<file path="config.mk">
export PLATFORM = sky130hd
export DESIGN_NAME = x87_memstore_queue
export DESIGN_NICKNAME = d
export VERILOG_FILES = /design/src/rtl/x87_memstore_queue.sv
export SDC_FILE = /design/constraint.sdc
export NUM_CORES = 1
export LEC_CHECK = 0
export BUFFER_PORTS_ARGS = -buffer_cell sky130_fd_sc_hd__buf_2
export CAP_MARGIN = 30
export CORE_MARGIN = 2
export CORE_UTILIZATION = 25
export CTS_BUF_LIST = sky130_fd_sc_hd__clkbuf_2
export DETAILED_ROUTE_END_ITERATION = 6
export HOLD_SLACK_MARGIN = 0.02
export PLACE_DENSITY = 0.38
export SYNTH_ARGS = -nofsm -noshare
export SYNTH_HDL_FRONTEND = slang
export SYNTH_SLANG_ARGS = --single-unit
</file>
<file path="constraint.sdc">
create_clock -name i_clk -period 8.84 [get_ports i_clk]
set_input_delay 1.326 -clock i_clk [delete_from_list [all_inputs] [get_ports i_clk]]
set_output_delay 1.326 -clock i_clk [all_outputs]
set_load 0.01 [all_outputs]
</file>
<file path="src/rtl/x87_memstore_queue.sv">
// x87 store-result queue: buffers FPU store pulses with their address and
// replays them as one or two 32-bit writes on a req/done memory port.
module x87_memstore_queue #(
    parameter int DEPTH = 4
) (
    input  logic        i_clk,
    input  logic        i_rst,
    input  logic        i_in_valid,
    input  logic [1:0]  i_in_size,
    input  logic [63:0] i_in_data64,
    input  logic [31:0] i_in_addr,
    output logic        o_in_ready,
    output logic        o_wr_req,
    output logic [31:0] o_wr_addr,
    output logic [31:0] o_wr_data,
    output logic [2:0]  o_wr_length,
    input  logic        i_wr_done,
    output logic        o_empty,
    output logic        o_overflow,
    output logic        o_size_err
);

    localparam int PW = (DEPTH > 1) ? $clog2(DEPTH) : 1;
    localparam int CW = PW + 1;
    localparam logic [CW-1:0] FULL = CW'(DEPTH);

    typedef enum logic [1:0] {
        IDLE,
        WR_LO,
        WR_HI
    } state_t;

    state_t r_state;
    state_t w_state_nx;

    logic [1:0]  r_mem_size [DEPTH];
    logic [63:0] r_mem_data [DEPTH];
    logic [31:0] r_mem_addr [DEPTH];

    logic [PW-1:0] r_wptr;
    logic [PW-1:0] r_rptr;
    logic [CW-1:0] r_count;
    logic [CW-1:0] w_count_nx;

    logic [1:0]  r_cur_size;
    logic [63:0] r_cur_data;
    logic [31:0] r_cur_addr;
    logic [1:0]  w_cur_size;
    logic [63:0] w_cur_data;
    logic [31:0] w_cur_addr;

    logic        w_push;
    logic        w_pop;
    logic        w_done;
    logic        w_req_nx;
    logic [31:0] w_addr_nx;
    logic [31:0] w_data_nx;
    logic [2:0]  w_len_nx;

    // Full check uses the registered count, so a same-cycle pop never frees a slot.
    assign w_push = i_in_valid && (i_in_size != 2'd3) && (r_count != FULL);
    assign w_done = o_wr_req && i_wr_done;

    always_comb begin
        w_state_nx = r_state;
        w_pop      = 1'b0;
        unique case (r_state)
            IDLE: begin
                if (r_count != '0) begin
                    w_pop      = 1'b1;
                    w_state_nx = WR_LO;
                end
            end
            WR_LO, WR_HI: begin
                if (w_done) begin
                    if (r_state == WR_LO && r_cur_size == 2'd2) begin
                        w_state_nx = WR_HI;
                    end else if (r_count != '0) begin
                        w_pop      = 1'b1;
                        w_state_nx = WR_LO;
                    end else begin
                        w_state_nx = IDLE;
                    end
                end
            end
            default: w_state_nx = IDLE;
        endcase

        w_cur_size = w_pop ? r_mem_size[r_rptr] : r_cur_size;
        w_cur_data = w_pop ? r_mem_data[r_rptr] : r_cur_data;
        w_cur_addr = w_pop ? r_mem_addr[r_rptr] : r_cur_addr;
        w_count_nx = r_count + CW'(w_push) - CW'(w_pop);

        // Outputs are registered, so they are derived from next state.
        w_req_nx  = 1'b0;
        w_addr_nx = '0;
        w_data_nx = '0;
        w_len_nx  = '0;
        unique case (w_state_nx)
            WR_LO: begin
                w_req_nx  = 1'b1;
                w_addr_nx = w_cur_addr;
                if (w_cur_size == 2'd0) begin
                    w_data_nx = {16'h0, w_cur_data[15:0]};
                    w_len_nx  = 3'd2;
                end else begin
                    w_data_nx = w_cur_data[31:0];
                    w_len_nx  = 3'd4;
                end
            end
            WR_HI: begin
                w_req_nx  = 1'b1;
                w_addr_nx = w_cur_addr + 32'd4;
                w_data_nx = w_cur_data[63:32];
                w_len_nx  = 3'd4;
            end
            default: ;
        endcase
    end

    always_ff @(posedge i_clk) begin
        if (i_rst) begin
            r_state     <= IDLE;
            r_wptr      <= '0;
            r_rptr      <= '0;
            r_count     <= '0;
            r_cur_size  <= '0;
            r_cur_data  <= '0;
            r_cur_addr  <= '0;
            o_wr_req    <= 1'b0;
            o_wr_addr   <= '0;
            o_wr_data   <= '0;
            o_wr_length <= '0;
            o_in_ready  <= 1'b1;
            o_empty     <= 1'b1;
            o_overflow  <= 1'b0;
            o_size_err  <= 1'b0;
        end else begin
            r_state     <= w_state_nx;
            r_count     <= w_count_nx;
            r_cur_size  <= w_cur_size;
            r_cur_data  <= w_cur_data;
            r_cur_addr  <= w_cur_addr;
            o_wr_req    <= w_req_nx;
            o_wr_addr   <= w_addr_nx;
            o_wr_data   <= w_data_nx;
            o_wr_length <= w_len_nx;
            o_in_ready  <= (w_count_nx != FULL);
            o_empty     <= (w_count_nx == '0) && (w_state_nx == IDLE);
            if (w_push) r_wptr <= r_wptr + 1'b1;
            if (w_pop) r_rptr <= r_rptr + 1'b1;
            if (i_in_valid && i_in_size == 2'd3) o_size_err <= 1'b1;
            if (i_in_valid && i_in_size != 2'd3 && r_count == FULL) begin
                o_overflow <= 1'b1;
            end
        end
    end

    always_ff @(posedge i_clk) begin
        if (w_push) begin
            r_mem_size[r_wptr] <= i_in_size;
            r_mem_data[r_wptr] <= i_in_data64;
            r_mem_addr[r_wptr] <= i_in_addr;
        end
    end

endmodule

</file>
==> results.sh <==
export IMPL_track_usage_pct=13.4
export IMPL_p_leak_nw=9.52
export IMPL_clk_path_buf_depth=3
export IMPL_dp_slack_ns=3.01
export IMPL_place_congestion=0.760
export IMPL_power_frac_comb_pct=31.6
export IMPL_clkPwrFrac_pct=25.4
export IMPL_initial_core_util_pct=25.3
export IMPL_postLayoutCellArea_sq_um=25800
export IMPL_path_max_fanout=73
export IMPL_area_growth_pct=19.1
export IMPL_wl_per_cell_microns=19.7
export IMPL_cp_slowest_cell="buf_4"
export IMPL_yosys_most_used_dff="edfxtp_1"
export IMPL_grt_pass1_vias=13600
export IMPL_hold_viol=0
export IMPL_clock_latency_ns=1.29
export IMPL_finalSetupTns_ns=0
export IMPL_synth_seq_cells=572
export IMPL_p_seq_share_pct=42.9
export IMPL_nets=1835
export IMPL_drt_pass1_iter_count=5
export IMPL_cp_start_kind="register"
export IMPL_io_pins=174
export IMPL_drv_cap=0
export IMPL_root_buffer="clkbuf_2"
export IMPL_cts_buffers=165
export IMPL_grt_antenna_before_repair=15
export IMPL_finalWorstSetupSlack_ns=3.71
export IMPL_hold_path_class="in2reg"
export IMPL_slew_violations=0
export IMPL_dpl_cell_area_sq_um=23900
export IMPL_vias_per_cell=4.34
export IMPL_synth_fa_ha_area_share_pct=0.843
export IMPL_synthDistinctLibCells=67
export IMPL_die_area_sq_um=89100
export IMPL_wl_mm=59.2
export IMPL_h_tree_depth=4
export IMPL_syn_area_sq_um=21700
export IMPL_place_hpwl_mm=36.3
export IMPL_setup_violations=0
export IMPL_core_rowCount=107
export IMPL_hold_buffers=26
export IMPL_synth_compound_area_share_pct=4.89
export IMPL_power_mw=8.19
export IMPL_worst_setup_path_type="reg2reg"
export IMPL_synth_async_reset_ratio_pct=0
export IMPL_drtIter0Drc=819
export IMPL_synth_edf_count=392
export IMPL_cpPeakStageDelay_ns=0.71
export IMPL_rsz0062_at_grt="false"
export IMPL_slew_headroom_pct=35.6
export IMPL_cts_tree="yes"
export IMPL_die_w_microns=298
export IMPL_synth_top_cell_area_share_pct=54.3
export IMPL_cts_clk_slew_worst_paths_ns=0.10
export IMPL_switching_share_pct=35.9
export IMPL_drc=0
export IMPL_cp_data_arrival_time_ns=6.28
export IMPL_ctsResizeCount=0
export IMPL_syn_instance_count=1411
export IMPL_synth_xor_area_share_pct=0.283
export IMPL_via_count=13100
export IMPL_critPathCaptureType="register"
export IMPL_fp_coreArea_sq_um=85500
export IMPL_dieHeight_microns=298
export IMPL_timing_final_crit_share_pct=58.1
export IMPL_synth_mux_area_share_pct=11.4
export IMPL_synth_simple_gate_area_share_pct=9.80
export IMPL_cp_required_ns=9.98
export IMPL_n_fill_cell=8674
export IMPL_synth_top_area_cell="edfxtp_1"
export IMPL_postRouteAntennaNets=0
export IMPL_crit_chain="inv_1, ha_1, nor2b_1, o2111a_4, nor2_4, buf_4, inv_4, mux2i_1, inv_1, ha_1, nand3_1, or4_4, a222oi_1, buf_4, and4b_1, a211o_1, o211ai_1"
export IMPL_cts_setup_buffers=0
export IMPL_grt_max_degree=74
export IMPL_synth_area_leaders="edfxtp_1, dfxtp_1, mux4_2, nand2_1, nor2b_1"
export IMPL_layout_drive_gt1_share_pct=31.7
export IMPL_ys_warn_count=0
export IMPL_grt_overflow_total=0
export IMPL_power_density_nw_per_um2=317
export IMPL_grt_pass1_wl_mm=88.3
export IMPL_fin_crit_ns=5.13
export IMPL_max_freq_mhz=195
export IMPL_net_switching_power_mw=2.94
export IMPL_yosysSeqAreaShare_pct=70.9
export IMPL_avgSynthCellArea_sq_um=15.4
export IMPL_portBuffers=172
export IMPL_cts_sinks=572
export IMPL_synth_top_family_by_area="multiplexers"
export IMPL_outcome="finished clean"
export IMPL_skew_ns=0.106
export IMPL_syn_nets=1527
export IMPL_internal_power_mw=5.25
export IMPL_worstMarginPinSlew_ns=0.965
export IMPL_ir_drop_mv=0.175
power groups by stage:
stage | clock network (mW) | logic (mW) | registers [mW]
after CTS | 2.21 | 2.68 | 3.53
final | 2.08 | 2.59 | 3.52
after global placement | 0 | 2.62 | 3.59
after global routing | 2.34 | 2.88 | 3.57
after floorplan | 0 | 1.82 | 3.51
after detailed placement | 0 | 2.66 | 3.59
worst max-delay path, delay by kind of cell (launching register included):
kind / cells / cell delay [ns]
mux: 1 / 0.26
compound gates: 4 / 0.84
fa+ha+maj: 2 / 0.57
buf+inv: 5 / 1.68
simple gates: 5 / 1.20
flops: 1 / 0.38
synthesized netlist by cell type (all sizes together) (4+ instances only):
cell type / count
a22o: 32
o211ai: 15
nand2: 244
nand4: 21
o31ai: 5
nand3: 12
and3: 4
and2: 17
a222oi: 5
mux4: 98
a21boi: 5
mux2: 4
buf: 28
or3: 4
ha: 13
a21oi: 27
o21ai: 19
o31a: 4
edfxtp: 392
dfxtp: 180
a22oi: 6
nor3: 4
xnor2: 5
clkbuf: 50
inv: 17
nor2: 55
or4: 6
mux2i: 21
nor2b: 74
final cells by class:
type                    count  area, sq um  share of cell area, %
clock buffers             255         1280                   4.94
flip-flops and latches    572        15400                   59.6
repair buffers            219         1360                   5.26
well taps                1144         1430                   5.55
clock inverters            53          377                   1.46
inverters                  17         66.3                  0.257
diodes                      2         5.00                 0.0194
multi-input cells         744         5910                   22.9
worst paths after layout:
path                         from           endpoint  slack [ns]  depth (start not counted)
setup / recovery       r_state[1]      o_wr_addr[30]        3.71                         17
hold / removal    i_in_data64[30]  r_mem_data[2][30]        0.27                          1
setup reg to reg       r_state[1]      o_wr_addr[30]        3.71                         17
hold reg to reg     r_cur_size[1]      r_cur_size[1]        0.50                          2
kinds of logic (layout without fill, tap and decap cells):
group | count (synthesis) | after routing
DFF | 572 | 572
adders and majority gates | 14 | 14
other | 1 | 3
buffers and inverters | 95 | 544
muxes | 123 | 123
and+or+nand+nor | 454 | 454
xor gates and xnor gates | 7 | 7
AOI/OAI and AO/OA | 145 | 145
layout by cell type, fill, tap and decap left out, types with 13 or more instances in the layout:
cell           synthesis  routed
nand4_1               21      21
buf_2                 14     171
clkbuf_2               0     255
inv_1                 16      16
dlygate4sd3_1          0      26
mux2i_1               21      21
nor2b_1               74      74
mux4_2                98      98
nor2_1                54      53
clkinv_1               0      34
dfxtp_1              180     178
a21oi_1               27      27
ha_1                  13      13
nand2_1              243     243
buf_4                  3      17
a22o_1                32      32
edfxtp_1             392     392
o211ai_1              15      15
o21ai_0               19      19
per-stage QoR:
| stage | utilization, % | hold WS [ns] | std cells |
|---|---|---|---|
| 2_1_floorplan | - | 0.446 | 1411 |
| 3_3_place_gp | 27.8 | 0.479 | 2665 |
| 3_5_place_dp | 27.9 | 0.488 | 2670 |
| 4_1_cts | 30.2 | 0.0206 | 3004 |
| 5_1_grt | 30.2 | 0.0326 | 3006 |
| 6_report | 30.2 | 0.269 | 3006 |
state kept, by name (all words and copies together) (netlist names), 2 cells and up, named ones only:
| name | count |
|---|---|
| o_wr_addr | 32 |
| o_wr_data | 32 |
| o_wr_length | 2 |
| r_count | 3 |
| r_cur_addr | 32 |
| r_cur_data | 64 |
| r_cur_size | 2 |
| r_mem_addr | 128 |
| r_mem_data | 256 |
| r_mem_size | 8 |
| r_rptr | 2 |
| r_state | 2 |
| r_wptr | 2 |
per-layer routing:
metal  track usage [%]  part of all wire, %  wire length, microns
met4              4.67                  2.1                  1230
met3              4.44                  5.8                  3440
met2              21.7                   48                 28200
met1              16.7                   44                 26200
met5                 0                 0.17                   102
(Power assumes the default switching activity.)
